$ cat config.mk
export PLATFORM = sky130hd
export DESIGN_NAME = bep_encoder
export DESIGN_NICKNAME = d
export VERILOG_FILES = /design/src/rtl/bep_pkg.sv /design/src/rtl/bep_half_bit_timer.sv /design/src/rtl/bep_encoder.sv
export SDC_FILE = /design/constraint.sdc
export NUM_CORES = 1
export LEC_CHECK = 0
export CORE_MARGIN = 3
export CORE_UTILIZATION = 45
export DETAILED_ROUTE_END_ITERATION = 8
export PLACE_DENSITY = 0.68
export RECOVER_POWER = 25
export SLEW_MARGIN = 20
export SYNTH_ARGS = -nofsm -noshare
export SYNTH_HDL_FRONTEND = slang
export SYNTH_SLANG_ARGS = --single-unit
$ cat constraint.sdc
create_clock -name clock -period 3.5 [get_ports clock]
set_clock_uncertainty 0.15 [all_clocks]
set_input_delay 0.7 -clock clock [delete_from_list [all_inputs] [get_ports clock]]
set_output_delay 0.7 -clock clock [all_outputs]
set_load 0.005 [all_outputs]
$ cat src/rtl/bep_pkg.sv
// bep_pkg: definitions shared by the biphase-mark (BEP) encoder and decoder.
//   bep_state_t         - frame sequencer states
//   BEP_HALF_BIT_CYCLES - default clocks per half-bit period
//   BEP_PREAMBLE_BITS   - default count of zero-valued preamble bits
//   BEP_DATA_WIDTH      - default payload width
package bep_pkg;

    typedef enum logic [1:0] {
        ST_IDLE     = 2'd0,
        ST_PREAMBLE = 2'd1,
        ST_DATA     = 2'd2
    } bep_state_t;

    localparam int unsigned BEP_HALF_BIT_CYCLES = 8;
    localparam int unsigned BEP_PREAMBLE_BITS   = 4;
    localparam int unsigned BEP_DATA_WIDTH      = 8;

endpackage

$ cat src/rtl/bep_half_bit_timer.sv
// bep_half_bit_timer: free-running half-bit period counter.
//   clock   - system clock
//   reset_n - asynchronous active-low reset
//   clear   - restart the half-bit period (counter to zero)
//   tick    - high in the last clock of each half-bit period
module bep_half_bit_timer
    import bep_pkg::*;
#(
    parameter int unsigned HALF_BIT_CYCLES = BEP_HALF_BIT_CYCLES
) (
    input  logic clock,
    input  logic reset_n,
    input  logic clear,
    output logic tick
);

    localparam int unsigned CW = $clog2(HALF_BIT_CYCLES);
    localparam logic [CW-1:0] LAST = CW'(HALF_BIT_CYCLES - 1);

    logic [CW-1:0] count;

    always_ff @(posedge clock or negedge reset_n) begin
        if (!reset_n) begin
            count <= '0;
        end else if (clear || (count == LAST)) begin
            count <= '0;
        end else begin
            count <= count + 1'b1;
        end
    end

    assign tick = (count == LAST);

endmodule

$ cat src/rtl/bep_encoder.sv
// bep_encoder: frames a payload word as PREAMBLE_BITS zeros followed by
// DATA_WIDTH data bits (LSB first) and drives it as a biphase-mark line.
//   clock      - system clock
//   reset_n    - asynchronous active-low reset
//   data_in    - payload word, captured on handshake
//   data_valid - payload offered
//   data_ready - encoder accepts data_in this cycle
//   serial_out - registered BEP line
//   busy       - frame in progress
//   frame_done - one-cycle pulse after the last data bit
module bep_encoder
    import bep_pkg::*;
#(
    parameter int unsigned HALF_BIT_CYCLES = BEP_HALF_BIT_CYCLES,
    parameter int unsigned PREAMBLE_BITS   = BEP_PREAMBLE_BITS,
    parameter int unsigned DATA_WIDTH      = BEP_DATA_WIDTH
) (
    input  logic                  clock,
    input  logic                  reset_n,
    input  logic [DATA_WIDTH-1:0] data_in,
    input  logic                  data_valid,
    output logic                  data_ready,
    output logic                  serial_out,
    output logic                  busy,
    output logic                  frame_done
);

    localparam int unsigned MAX_BITS  = (PREAMBLE_BITS > DATA_WIDTH) ? PREAMBLE_BITS : DATA_WIDTH;
    localparam int unsigned BW        = (MAX_BITS > 1) ? $clog2(MAX_BITS) : 1;
    localparam logic [BW-1:0] LAST_PRE  = BW'(PREAMBLE_BITS - 1);
    localparam logic [BW-1:0] LAST_DATA = BW'(DATA_WIDTH - 1);

    bep_state_t state, state_next;

    logic                  tick;
    logic                  half;        // 0: first half of bit, 1: second half
    logic                  toggle_pend; // line toggles on the next edge
    logic [BW-1:0]         bit_cnt;
    logic [DATA_WIDTH-1:0] shreg;
    logic                  handshake;
    logic                  bit_end;
    logic                  last_pre;
    logic                  last_data;
    logic                  cur_bit;

    bep_half_bit_timer #(
        .HALF_BIT_CYCLES(HALF_BIT_CYCLES)
    ) u_timer (
        .clock  (clock),
        .reset_n(reset_n),
        .clear  (handshake),
        .tick   (tick)
    );

    assign handshake = data_valid && data_ready;
    assign bit_end   = tick && half;
    assign last_pre  = (bit_cnt == LAST_PRE);
    assign last_data = (bit_cnt == LAST_DATA);
    assign cur_bit   = (state == ST_DATA) ? shreg[0] : 1'b0;

    // State register
    always_ff @(posedge clock or negedge reset_n) begin
        if (!reset_n) begin
            state <= ST_IDLE;
        end else begin
            state <= state_next;
        end
    end

    // Next-state logic
    always_comb begin
        state_next = state;
        case (state)
            ST_IDLE:     if (handshake) state_next = ST_PREAMBLE;
            ST_PREAMBLE: if (bit_end && last_pre) state_next = ST_DATA;
            ST_DATA:     if (bit_end && last_data) state_next = handshake ? ST_PREAMBLE : ST_IDLE;
            default:     state_next = ST_IDLE;
        endcase
    end

    // Outputs: ready in IDLE and in the final clock of the last data bit
    always_comb begin
        data_ready = 1'b0;
        busy       = 1'b1;
        case (state)
            ST_IDLE: begin
                data_ready = 1'b1;
                busy       = 1'b0;
            end
            ST_DATA: data_ready = bit_end && last_data;
            default: ;
        endcase
    end

    // Line toggles are decided one edge ahead in toggle_pend, so the first
    // bit-start toggle lands on the edge after the handshake and every later
    // transition keeps the same one-clock offset from its half-bit boundary.
    always_ff @(posedge clock or negedge reset_n) begin
        if (!reset_n) begin
            half        <= 1'b0;
            toggle_pend <= 1'b0;
            bit_cnt     <= '0;
            shreg       <= '0;
            serial_out  <= 1'b0;
            frame_done  <= 1'b0;
        end else begin
            serial_out <= serial_out ^ toggle_pend;
            frame_done <= (state == ST_DATA) && bit_end && last_data;
            if (handshake) begin
                half        <= 1'b0;
                bit_cnt     <= '0;
                shreg       <= data_in;
                toggle_pend <= 1'b1;
            end else if (busy && tick) begin
                half <= ~half;
                if (!half) begin
                    // mid-bit transition only for a one
                    toggle_pend <= cur_bit;
                end else begin
                    // next bit start, unless the frame ends here
                    toggle_pend <= !((state == ST_DATA) && last_data);
                    if (state == ST_PREAMBLE) begin
                        bit_cnt <= last_pre ? '0 : bit_cnt + 1'b1;
                    end else begin
                        bit_cnt <= last_data ? '0 : bit_cnt + 1'b1;
                        shreg   <= shreg >> 1;
                    end
                end
            end else begin
                toggle_pend <= 1'b0;
            end
        end
    end

endmodule

Word-level counts from Yosys, hierarchy flattened
Index checks and enable logic that the tools add are counted.
- output and inout bits: 4
- register bits: 20
- word-level logic and storage cells: 61
- reduce and logical (&&, ||, !) cells: 16
- bitwise gates (word level): 2
- equal/unequal tests: 9
- add/subtract/negate cells: 2
- mux-type cells: 24
- operators with widths (kind ; number):
    $mux W8 ; 4
    $mux W3 ; 7
    $logic_and A1 B1 Y1 ; 8
    $mux W1 ; 8
    $ne A2 B2 Y1 const B ; 4
    $add A3 B1 Y3 const B ; 2
    $eq A3 B3 Y1 const B ; 2
    $mux W2 ; 3
    $pmux W2 S3 ; 1
    $reduce_and A3 Y1 ; 2
    $reduce_bool A2 Y1 ; 2
    $eq A3 B2 Y1 const B ; 1
    $eq A2 B1 Y1 const B ; 1
    $eq A2 B2 Y1 const B ; 1
    $logic_not A2 Y1 ; 1
    $pmux W1 S2 ; 1
    $reduce_and A2 Y1 ; 1
    $logic_not A1 Y1 ; 1
    $logic_or A1 B1 Y1 ; 1
    $not A1 Y1 ; 1
    $xor A1 B1 Y1 ; 1

Logic depth before layout (Yosys ltp)
- word-level depth: 8
- mapped depth: 7
- mapped depth without buffers: 6

Hierarchy
A second synthesis with hierarchy kept.
- cells, all modules: 103
- area, all modules: 1019.7 µm²
- by module, submodules not included (module ; area an instance (µm²) ; cells each ; times used):
    bep_encoder ; 899.6 ; 95 ; 1
    bep_half_bit_timer ; 120.1 ; 8 ; 1

Least setup slack after synthesis
Ideal clock, no wire load.
- path kind: reg-to-output
- from: register bit_cnt[0]
- to: output data_ready
- buffers on the path: 0
- arrival: 1.038 ns
- cell stages (with the launch flop): 5
- data required time: 2.650 ns
- slack: 1.612 ns
- path through: dfrtp_1 > ha_1 > ha_1 > nand3_4 > a21oi_1
- longest elaborated chain between the ends: 3
- ends and longest elaborated chain (element ; RTL line ; text):
    from (decl) ; bep_encoder.sv:38 ; logic [BW-1:0] bit_cnt;
    from (signal assigned) ; bep_encoder.sv:123 ; bit_cnt <= last_pre ? '0 : bit_cnt + 1'b1;
    from (signal assigned) ; bep_encoder.sv:125 ; bit_cnt <= last_data ? '0 : bit_cnt + 1'b1;
    $eq A3 B3 Y1 ; bep_encoder.sv:58 ; assign last_data = (bit_cnt == LAST_DATA);
    $logic_and A1 B1 Y1 ; bep_encoder.sv:90 ; ST_DATA: data_ready = bit_end && last_data;
    $pmux W1 S2 ; bep_encoder.sv:85 ; case (state)
    to (decl) ; bep_encoder.sv:22 ; output logic data_ready,
Every way passes these cells.

Worst setup path after layout
- from: register u_timer.count[0]
- to: output data_ready
- longest elaborated chain between the ends: 4
- ends and longest elaborated chain (element ; RTL line ; text):
    from (decl) ; bep_half_bit_timer.sv:20 ; logic [CW-1:0] count;
    from (signal assigned) ; bep_half_bit_timer.sv:28 ; count <= count + 1'b1;
    $eq A3 B3 Y1 ; bep_half_bit_timer.sv:32 ; assign tick = (count == LAST);
    $logic_and A1 B1 Y1 ; bep_encoder.sv:56 ; assign bit_end = tick && half;
    $logic_and A1 B1 Y1 ; bep_encoder.sv:90 ;
    $pmux W1 S2 ; bep_encoder.sv:85 ;
Every way passes these cells.

==> results.cfg <==
[yosys]
syn-num-nets = 123
synth_top_area_share_pct = 46.7
synthTopCellsByCount = dfrtp_1 (20), nand2_1 (18), nor2_1 (12), a31oi_1 (7)
synth_seq_cells = 20
synth_largest_area_cell = dfrtp_1
async_reset_ff_share_pct = 100
yosys-top-cells-area = dfrtp_1 (47%), ha_1 (7.0%), nand2_1 (6.3%), buf_6 (6.3%), nor2_1 (4.2%)
ys_seq_area_share_pct = 46.7
netlist_area_mm2 = 0.00107
avgSynthCellArea_um2 = 10.1
synthCells = 106
synth_ff_type = dfrtp_1
synth_edf_count = 0
yosys_warnings = 0
synth.distinct_cells = 31
synthMostInstantiatedCell = dfrtp_1

[floorplan]
die_x_um = 54.8
initial_core_util_pct = 48.0
dieArea_mm2 = 0.00300
coreArea_mm2 = 0.00223
die_h_um = 54.8
pin_count = 15
rows = 17

[setup_path]
worst_ep_arrival_time_ns = 2.00
cp-startpoint = u_timer.count[0]
end_kind = output port
rrSetupSlack_ns = 1.55
required_ns = 2.65
cp-endpoint = data_ready
startpoint_type = register
reg2reg_from = bit_cnt[0]
r2r_cells = 6
worst-setup-path-type = reg -> out
cp_max_fo = 7
rr_endpoint = shreg[0]

[routing]
drt_first_iter_violations = 14
drc_errors = 0
vias_per_cell = 5.19
dr.pass1.iters = 4
vias = 758
wl_per_cell_um = 12.2
drt_wl_total_um = 1790
ant_nets = 0

[sta]
setup_tns_ns = 0
rsz0062_at_grt = no
hold_violations = 0
fmax_mhz = 351
slew_viol_final = 0
worst_slack_ns = 0.650
fin_crit_ns = 2.85
worst_pin_slew_ns = 0.875
period_share_pct = 81.4
slew_headroom_pct = 41.5
setup_viol = 0

[global_routing]
grt_pass1_vias = 636
grt_max_degree = 21
antenna_found_initial = 0
grt_overflow = 0
grt.total_usage_pct = 13.1
grt_pass1_wl_um = 2780

[power_and_ir_drop]
cellLeakagePower_uw = 0.000530
irDropWorstVdd_v = 0.000331
powerDensity_mw_per_mm2 = 697

[cts]
cts_tree = built
cts_setup_buffers = 0
cts-root-buf = clkbuf_4
clock_latency_ns = 0.29
clock-sinks = 20
cts_made_buffers = 3
ctsResizeCount = 0
clockBufferDepth = 2
ctsHtreeMaxLevel = 1
clkSlewWorstSetupHoldPaths_ns = 0.11
cts_hold_buf = 0

[place]
hpwl_um = 1330
place.port_buffers = 14
globalplace.congestion = 0.757
dpl-instance-area_mm2 = 0.00118
dp_worst_setup_slack_ns = 1.07

[hold_path]
min_path_type = reg -> reg

[run]
cap_violations = 0

[finish]
fin_area_mm2 = 0.00120
final_util_pct = 53.8
drive_above_1_share_pct = 9.32
fin_nets = 136
fillerInstances = 212
area_growth_pct = 12.1
diodes = 0

[status]
status = complete, no violations
## kinds of logic (layout without fill, tap and decap cells)
logic type / after synthesis / count (layout) / synth area share, %
multiplexers: 1 / 1 / 0.934
XOR/XNOR: 2 / 2 / 1.63
flip-flops: 20 / 20 / 46.7
AO/OA/AOI/OAI: 21 / 21 / 14.6
adder cells (fa/ha/maj): 6 / 6 / 7.00
buffers and inverters: 11 / 23 / 8.05
AND/OR/NAND/NOR: 45 / 45 / 21.1
## power by group
group          switching [uW]  internal [uW]  total [uW]
clock                    67.4           63.4         131
sequential               66.7            326         393
combinational             154            160         314
total                     288            550         838
## worst min path at each step
stage                           startpoint               end  slack [ns]  depth (start not counted)
after global routing           toggle_pend        serial_out        0.30                          1
after global placement    u_timer.count[0]  u_timer.count[0]        0.27                          1
final                          toggle_pend        serial_out        0.30                          1
after floorplan                    reset_n        bit_cnt[0]        0.25                          0
after CTS                      toggle_pend        serial_out        0.30                          1
after detailed placement       toggle_pend        serial_out        0.28                          1
## sequential cells by signal (all words and copies together) (netlist names)
| register | cells |
|---|---|
| frame_done | 1 |
| half | 1 |
| shreg | 8 |
| bit_cnt | 3 |
| serial_out | 1 |
| toggle_pend | 1 |
| state | 2 |
| u_timer.count | 3 |
## routing by layer
metal	track usage (%)	wire length, um
met4	4.98	17
met3	3.27	88
met2	21.5	870
met5	0	0
met1	16.5	810
## layout make-up
| cell class | instances | area [um2] | share of cell area [%] |
|---|---|---|---|
| inverters | 5 | 18.8 | 1.56 |
| multi-input cells | 75 | 472 | 39.2 |
| well taps | 28 | 35.0 | 2.91 |
| repair buffers | 14 | 140 | 11.7 |
| flip-flops and latches | 20 | 500 | 41.6 |
| clock buffers | 4 | 36.3 | 3.02 |
## metrics by stage
step           cells  hold slack [ns]  total power, uW
2_1_floorplan    106            0.254              652
3_3_place_gp     142            0.275              706
3_5_place_dp     142            0.279              724
4_1_cts          146            0.296              857
5_1_grt          146            0.300              909
6_report         146            0.295              838
## worst max-delay path: stages (launching register included)
cell             delay, ns
dfrtp_1               0.37
ha_1                  0.15
ha_1                  0.25
nand3_1               0.24
a21oi_1               0.20
clkdlybuf4s50_1       0.51
## cell usage in the layout (no fill, tap or decap), types with 2 or more instances in the layout
cell type	netlist	final
nor2_1	12	12
a31oi_1	7	7
xor2_1	2	2
inv_1	5	5
nand2_1	18	18
clkbuf_4	0	3
ha_1	6	6
nand3_1	2	3
o21ai_0	3	3
nor3b_1	2	2
a21oi_1	2	2
a22oi_1	2	2
and3_1	2	2
dfrtp_1	20	20
clkdlybuf4s50_1	0	13
Power figures use the tool's default switching activity.
